===== src/rtl/mst_fifo_slv.sv =====
// FIFO-bus slave (245 mode, single channel) with host-side valid/ready streams on both FIFOs.
// Optional statistics counters are enabled by defining MST_FIFO_SLV_STAT_EN.
module mst_fifo_slv #(
    parameter int unsigned AW = 4
) (
    input  logic        clk,
    input  logic        rst,
    input  logic        wr_n,
    input  logic        rd_n,
    input  logic        oe_n,
    input  logic [31:0] idata,
    input  logic [3:0]  ibe,
    output logic        rxf_n,
    output logic        txe_n,
    output logic [31:0] odata,
    output logic [3:0]  obe,
    output logic        dt_oe,
    input  logic        hin_vld,
    input  logic [35:0] hin_dat,
    output logic        hin_rdy,
    output logic        hout_vld,
    output logic [35:0] hout_dat,
    input  logic        hout_rdy,
    output logic        proto_err,
    output logic [15:0] wr_cnt,
    output logic [15:0] rd_cnt
);

    localparam int unsigned Depth = 2 ** AW;

    typedef logic [AW:0] ptr_t;

    typedef enum logic [1:0] {
        StIdle,
        StRdTa,
        StRdAct,
        StWrAct
    } state_e;

    state_e state_q, state_d;

    logic [35:0] rx_mem [Depth];
    logic [35:0] tx_mem [Depth];

    ptr_t rx_wp_q, rx_wp_d, rx_rp_q, rx_rp_d;
    ptr_t tx_wp_q, tx_wp_d, tx_rp_q, tx_rp_d;

    logic rxf_n_q, txe_n_q, hin_rdy_q, hout_vld_q, dt_oe_q, err_q;
    logic rx_empty_d, rx_full_d, tx_empty_d, tx_full_d;

    logic rd_strobe, wr_strobe, in_read, err_now;
    logic rx_push, rx_pop, tx_push, tx_pop;

    always_comb begin
        // Strobes presented while the matching flag is high are simply ignored.
        rd_strobe = !rd_n && !rxf_n_q;
        wr_strobe = !wr_n && !txe_n_q;
        in_read   = (state_q == StRdTa) || (state_q == StRdAct);
        err_now   = (rd_strobe && oe_n) ||
                    (wr_strobe && !oe_n) ||
                    (wr_strobe && in_read) ||
                    (!oe_n && (state_q == StWrAct));

        rx_push = hin_vld && hin_rdy_q;
        rx_pop  = rd_strobe && (state_q == StRdAct) && !err_now;
        tx_push = wr_strobe && !err_now;
        tx_pop  = hout_vld_q && hout_rdy;

        rx_wp_d = rx_wp_q + {{AW{1'b0}}, rx_push};
        rx_rp_d = rx_rp_q + {{AW{1'b0}}, rx_pop};
        tx_wp_d = tx_wp_q + {{AW{1'b0}}, tx_push};
        tx_rp_d = tx_rp_q + {{AW{1'b0}}, tx_pop};

        rx_empty_d = (rx_wp_d == rx_rp_d);
        rx_full_d  = (rx_wp_d[AW] != rx_rp_d[AW]) && (rx_wp_d[AW-1:0] == rx_rp_d[AW-1:0]);
        tx_empty_d = (tx_wp_d == tx_rp_d);
        tx_full_d  = (tx_wp_d[AW] != tx_rp_d[AW]) && (tx_wp_d[AW-1:0] == tx_rp_d[AW-1:0]);
    end

    always_comb begin
        state_d = state_q;
        unique case (state_q)
            StIdle: begin
                if (!oe_n) begin
                    state_d = StRdTa;
                end else if (wr_strobe) begin
                    state_d = StWrAct;
                end
            end
            StRdTa:  state_d = oe_n ? StIdle : StRdAct;
            StRdAct: if (oe_n) state_d = StIdle;
            StWrAct: if (wr_n) state_d = StIdle;
            default: state_d = StIdle;
        endcase
    end

    always_ff @(posedge clk or posedge rst) begin
        if (rst) begin
            state_q    <= StIdle;
            rx_wp_q    <= '0;
            rx_rp_q    <= '0;
            tx_wp_q    <= '0;
            tx_rp_q    <= '0;
            rxf_n_q    <= 1'b1;
            txe_n_q    <= 1'b1;
            hin_rdy_q  <= 1'b0;
            hout_vld_q <= 1'b0;
            dt_oe_q    <= 1'b0;
            err_q      <= 1'b0;
        end else begin
            state_q    <= state_d;
            rx_wp_q    <= rx_wp_d;
            rx_rp_q    <= rx_rp_d;
            tx_wp_q    <= tx_wp_d;
            tx_rp_q    <= tx_rp_d;
            rxf_n_q    <= rx_empty_d;
            txe_n_q    <= tx_full_d;
            hin_rdy_q  <= !rx_full_d;
            hout_vld_q <= !tx_empty_d;
            dt_oe_q    <= !oe_n;
            err_q      <= err_q || err_now;
        end
    end

    // Storage needs no reset: pointers alone define the contents.
    always_ff @(posedge clk) begin
        if (rx_push) rx_mem[rx_wp_q[AW-1:0]] <= hin_dat;
        if (tx_push) tx_mem[tx_wp_q[AW-1:0]] <= {ibe, idata};
    end

    assign {obe, odata} = rx_mem[rx_rp_q[AW-1:0]];
    assign hout_dat     = tx_mem[tx_rp_q[AW-1:0]];
    assign rxf_n        = rxf_n_q;
    assign txe_n        = txe_n_q;
    assign hin_rdy      = hin_rdy_q;
    assign hout_vld     = hout_vld_q;
    assign dt_oe        = dt_oe_q;
    assign proto_err    = err_q;

`ifdef MST_FIFO_SLV_STAT_EN
    logic [15:0] wr_cnt_q, rd_cnt_q;

    always_ff @(posedge clk or posedge rst) begin
        if (rst) begin
            wr_cnt_q <= '0;
            rd_cnt_q <= '0;
        end else begin
            wr_cnt_q <= wr_cnt_q + {15'd0, tx_push};
            rd_cnt_q <= rd_cnt_q + {15'd0, rx_pop};
        end
    end

    assign wr_cnt = wr_cnt_q;
    assign rd_cnt = rd_cnt_q;
`else
    assign wr_cnt = 16'h0;
    assign rd_cnt = 16'h0;
`endif

endmodule

===== config.mk =====
export PLATFORM = sky130hd
export DESIGN_NAME = mst_fifo_slv
export DESIGN_NICKNAME = d
export VERILOG_FILES = /design/src/rtl/mst_fifo_slv.sv
export SDC_FILE = /design/constraint.sdc
export NUM_CORES = 1
export LEC_CHECK = 0
export BUFFER_PORTS_ARGS = -buffer_cell sky130_fd_sc_hd__buf_2
export CORE_ASPECT_RATIO = 1.75
export CORE_MARGIN = 2
export CORE_UTILIZATION = 55
export CTS_CLUSTER_DIAMETER = 150
export DETAILED_ROUTE_END_ITERATION = 10
export PLACE_DENSITY = 0.85
export SLEW_MARGIN = 10
export SYNTH_ARGS = -nofsm -noshare
export SYNTH_HDL_FRONTEND = slang
export SYNTH_SLANG_ARGS = --single-unit

===== constraint.sdc =====
create_clock -name clk -period 4.3 [get_ports clk]
set_input_delay 0.43 -clock clk [delete_from_list [all_inputs] [get_ports clk]]
set_output_delay 0.43 -clock clk [all_outputs]
set_load 0.005 [all_outputs]

# --- Word-level counts from Yosys, hierarchy flattened ---
# Memories as Yosys holds them, arrays and structs flattened.
# Index checks and enable logic that the tools add are counted.
word_totals:
  register_bits: 28
  ramBits: 1152
  output_inout_bits: 110
  memories: 2
mem_list:
  columns: ["name", "words", "width", "rd", "rd_ports_with_merged_regs", "write_ports", "line", "source"]
  rows:
  - ["rx_mem", 16, 36, 1, 0, 1, "42", "logic [35:0] rx_mem [Depth];"]
  - ["tx_mem", 16, 36, 1, 0, 1, "43", "logic [35:0] tx_mem [Depth];"]
classes:
  add_sub_neg: 4
  eq_ne: 12
  n_mux: 10
  reduce_logical: 28
op_table:
  columns: ["op", "count"]
  rows:
  - ["$add A5 B1 Y5", 4]
  - ["$logic_and A1 B1 Y1", 13]
  - ["$eq A5 B5 Y1", 2]
  - ["$mux W2", 5]
  - ["$eq A4 B4 Y1", 2]
  - ["$logic_not A1 Y1", 8]
  - ["$pmux W2 S4", 1]
  - ["$logic_or A1 B1 Y1", 5]
  - ["$eq A2 B2 Y1 const B", 2]
  - ["$mux W1", 4]
  - ["$ne A2 B2 Y1 const B", 2]
  - ["$ne A3 B3 Y1 const B", 1]
  - ["$reduce_and A3 Y1", 1]
  - ["$eq A2 B1 Y1 const B", 1]
  - ["$logic_not A2 Y1", 1]
  - ["$ne A1 B1 Y1", 2]

# --- Longest topological paths before layout ---
logic_depth:
  depth_word: 12
  depth_mapped: 10
  mapped_depth_nobuf: 10

# --- Least setup slack after synthesis ---
# No wires, ideal clock.
synth_timing:
  path_type: "reg-to-reg"
  start: "register state_q[0]"
  end: "memory tx_mem[0][0] (enable)"
  arrival_ns: 4.058
  required_ns: 3.826
  slack_ns: -0.232
  stages_incl_launch_ff: 6
  period_less_slack_ns: 4.532
  cell_sequence: "dfrtp_1 inv_1 ha_1 nor4b_2 or3b_1 nor3_1"
synth_between:
  elab_chain_cells: 9
  elab_cells_between_ends: 12
synth_rtl:
  columns: ["item", "line", "source"]
  rows:
  - ["from (decl)", "40", "state_e state_q, state_d;"]
  - ["from (signal assigned)", "99", "state_q <= StIdle;"]
  - ["from (signal assigned)", "111", "state_q <= state_d;"]
  - ["$eq A2 B1 Y1 or $eq A2 B2 Y1 (tied branches)", "58", "in_read = (state_q == StRdTa) || (state_q == StRdAct);"]
  - ["$logic_or A1 B1 Y1", "58", null]
  - ["$logic_and A1 B1 Y1", "61", "(wr_strobe && in_read) ||"]
  - ["$logic_or A1 B1 Y1", "60", "(wr_strobe && !oe_n) ||"]
  - ["$logic_or A1 B1 Y1 *", "61", null]
  - ["$logic_not A1 Y1 *", "66", "tx_push = wr_strobe && !err_now;"]
  - ["$logic_and A1 B1 Y1 *", "66", null]
  - ["$mux W1 *", "128", "if (tx_push) tx_mem[tx_wp_q[AW-1:0]] <= {ibe, idata};"]
  - ["$mux W1 (implied by the code) *", "128", null]
  - ["to (decl)", "43", null]
# Every way passes the cells marked *; elsewhere a longest branch is shown, timed or not.

# --- Worst setup path after layout ---
layout_timing:
  start: "register rx_rp_q[1]"
  end: "output odata[19]"
layout_between:
  elab_chain_cells: 1
layout_rtl:
  columns: ["item", "line", "source"]
  rows:
  - ["from (decl)", "45", "ptr_t rx_wp_q, rx_wp_d, rx_rp_q, rx_rp_d;"]
  - ["from (signal assigned)", "113", "rx_rp_q <= rx_rp_d;"]
  - ["$mem_v2 Z16 W36", null, null]
  - ["to (decl)", "15", "output logic [31:0] odata,"]
# Every way passes these cells.

==> flow_summary.toml <==
[layout]
drive_above_1_share_pct = 28.47
syn2layout_area_growth_pct = 12.64
nNetsFinal = 2333
fin_area_mm2 = 0.05094
final_common_cell = "edfxtp_1"
final_cells = 3381
fin_util_pct = 62.32
final_cell_mix = "1152 x edfxtp_1, 250 x mux4_2, 156 x buf_2"

[synth]
synth.distinct_cells = 40
syn_area_mm2 = 0.04522
synthArstFlopShare_pct = 2.373
ys_ff_latch = 1180
synth_edf_count = 1152
synth.avg_cell_area_um2 = 22.32
post_synth_fa_ha_maj_area_fraction_pct = 0.3597
yosysSeqAreaShare_pct = 78.05
synth_top_family_by_area = "multiplexers"
synth_compound_area_share_pct = 2.515
synthMuxAreaShare_pct = 15.73
syn_inst = 2026
synth_xor_area_share_pct = 0.4261
yosys_warnings = 0
synthSimpleGateAreaFrac_pct = 1.154
ys.flop_type = "edfxtp_1"

[clock_network]
cts-root-buf = "clkbuf_16"
insertion_delay_ns = 0.69
cts_buffer_depth = 3
cts_resized = 0
clkTransAtPathRegs_ns = 0.07
cts_inserted_buffers = 94
clock-sinks = 1180
cts_tree = "built"
htreeDepth = 3

[timing]
setup_slack_ns = 0.5553
setup_viol = 0
setup_tns_ns = 0
worst_pin_slew_ns = 1.088
fmax_ghz = 0.2670
relSlewSlack_pct = 27.45
fin_crit_ns = 3.745
whs_ns = 0.1141
drv_slew = 0
rsz0062_at_grt = "no"
final-hold-violation-count = 0
skew_ns = 0.01543
finalCritPeriodShare_pct = 87.09

[route]
viasPerCell = 6.456
post_drt_wl_per_cell_um = 29.91
detail_route.wirelength_um = 101100
drc_errors = 0
dr_total_vias = 21830
antenna_left = 0
first_pass_iters = 5
drt_iter0_markers = 2464

[setup_path]
critPathArrivalTime_ns = 3.31
critical_path.startpoint = "rx_rp_q[1]"
worstPathRequired_ns = 3.87
timing.critical_path.buf_inv = 2
crit_type = "reg2out"
slowest_delay_ns = 0.69
reg2reg_from = "state_q[0]"
worstSetupStartpointType = "flip-flop"
crit_path_max_fanout = 34
slowest_stage = "dfrtp_4"
crit_chain = "nor2b_4 -> buf_4 -> a221oi_1 -> o21ai_0 -> nand2_1 -> buf_2"
path_delay_family = "simple AND/OR/NAND/NOR gates"
cp-end-kind = "output port"

[grt]
grt_use_total_pct = 24.20
grt_pass1_wl_um = 147900
grt_overflow_total = 0
grt_pass1_vias = 23220
grt_antenna_before_repair = 9
grt_max_degree = 82

[placed_design]
io_buffers = 156
dpl.cell_count = 3200
gp_congestion = 0.7894
preCtsSetupSlack_ns = 1.189
post_dp_cell_area_mm2 = 0.04770
dp_hpwl_um = 56480

[power]
p_leak_nw = 16.49
ir_drop_mv = 0.5838
power_density_mw_per_mm2 = 596.8
power_mw = 30.40

[floorplanning]
die_area_mm2 = 0.08462
die_w_um = 220.8
num_rows = 139
coreArea_mm2 = 0.08174
die-height_um = 383.3
pin_count = 189
start_util_pct = 55.32

[worst_hold_path]
hold_class = "in2reg"
min-delay-start = "hin_dat[17]"

[run_status]
status = "finished, final reports clean"

[flow_run]
cap_viol_max_count = 0
[cells in the mapped netlist (7+ instances only)]
| cell | instances | area, um2 |
|---|---|---|
| buf_6 | 7 | 78.83 |
| xnor2_1 | 12 | 105.1 |
| buf_2 | 35 | 175.2 |
| nand2_1 | 40 | 150.1 |
| buf_4 | 36 | 270.3 |
| edfxtp_1 | 1152 | 34590 |
| a22oi_1 | 36 | 270.3 |
| dfrtp_1 | 26 | 650.6 |
| a221oi_1 | 73 | 639.4 |
| o21ai_0 | 36 | 180.2 |
| clkbuf_1 | 54 | 202.7 |
| mux4_2 | 250 | 5630 |
| inv_1 | 11 | 41.29 |
| ha_1 | 13 | 162.7 |
| xor2_1 | 10 | 87.58 |
| mux2i_1 | 147 | 1471 |
| nor3_1 | 11 | 55.05 |
| nand3_1 | 12 | 60.06 |
| nor2_1 | 26 | 97.59 |
[metal layers]
layer,up-vias,track usage (%),part of all wire [%]
li1,8898,-,-
met1,11330,27.05,33
met2,1303,43.83,55
met3,289,4.954,8.2
met4,10,11.31,4.2
met5,-,0,0.069
[sequential cells by signal (all words and copies together), names as in the netlist]
name       flops
tx_rp_q        5
rxf_n          1
proto_err      1
rx_mem       576
txe_n          1
tx_wp_q        5
tx_mem       576
dt_oe          1
rx_wp_q        5
state_q        2
hin_rdy        1
rx_rp_q        5
hout_vld       1
[worst paths after layout]
| path | end | slack, ns | cells after the start |
|---|---|---|---|
| setup / recovery | odata[19] | 0.56 | 6 |
| hold / removal | rx_mem[12][17] | 0.11 | 1 |
| hold reg to reg | rx_wp_q[4] | 0.49 | 1 |
| min in group asynchronous | hout_vld | 0.39 | 3 |
| max in group asynchronous | rx_rp_q[0] | 3.41 | 3 |
| setup reg to reg | tx_mem[8][32] | 1.07 | 6 |
[worst register-to-register path: cells and delay by family, from the launching register on]
| family | cells | cell delay, ns |
|---|---|---|
| simple gates | 3 | 1.76 |
| flops | 1 | 0.40 |
| fa+ha+maj | 1 | 0.36 |
| buf+inv | 2 | 0.40 |
[what timing repair did]
item                                   4_1_cts  5_1_grt
setup buffers                                0        0
hold buffers                                 1        1
endpoints found under the hold margin        1       26
[cells by family after synthesis]
family	after synthesis
flip-flops	1180
adder cells (fa/ha/maj)	13
AO/OA/AOI/OAI	152
multiplexers	398
buffers and inverters	150
other	1
AND/OR/NAND/NOR	110
XOR/XNOR	22
[report_power, final]
| group | total (mW) | internal [mW] | leakage [nW] | switching, mW |
|---|---|---|---|---|
| combinational | 7.35 | 3.62 | 4.24 | 3.74 |
| sequential | 14.1 | 13.4 | 10.7 | 0.660 |
| clock | 8.99 | 5.04 | 1.54 | 3.96 |
| total | 30.4 | 22.0 | 16.5 | 8.35 |
[area by class of cell]
type | instances | area (um2)
antenna | 6 | 15.01
inverter | 13 | 48.80
tap | 1057 | 1323
fill | 5088 | 30800
multi-input combinational | 727 | 9483
sequential | 1180 | 35320
timing repair buffer | 225 | 1554
clock inverter | 63 | 735.7
clock buffer | 110 | 2465
No activity file was read; power rests on OpenSTA's default activity.
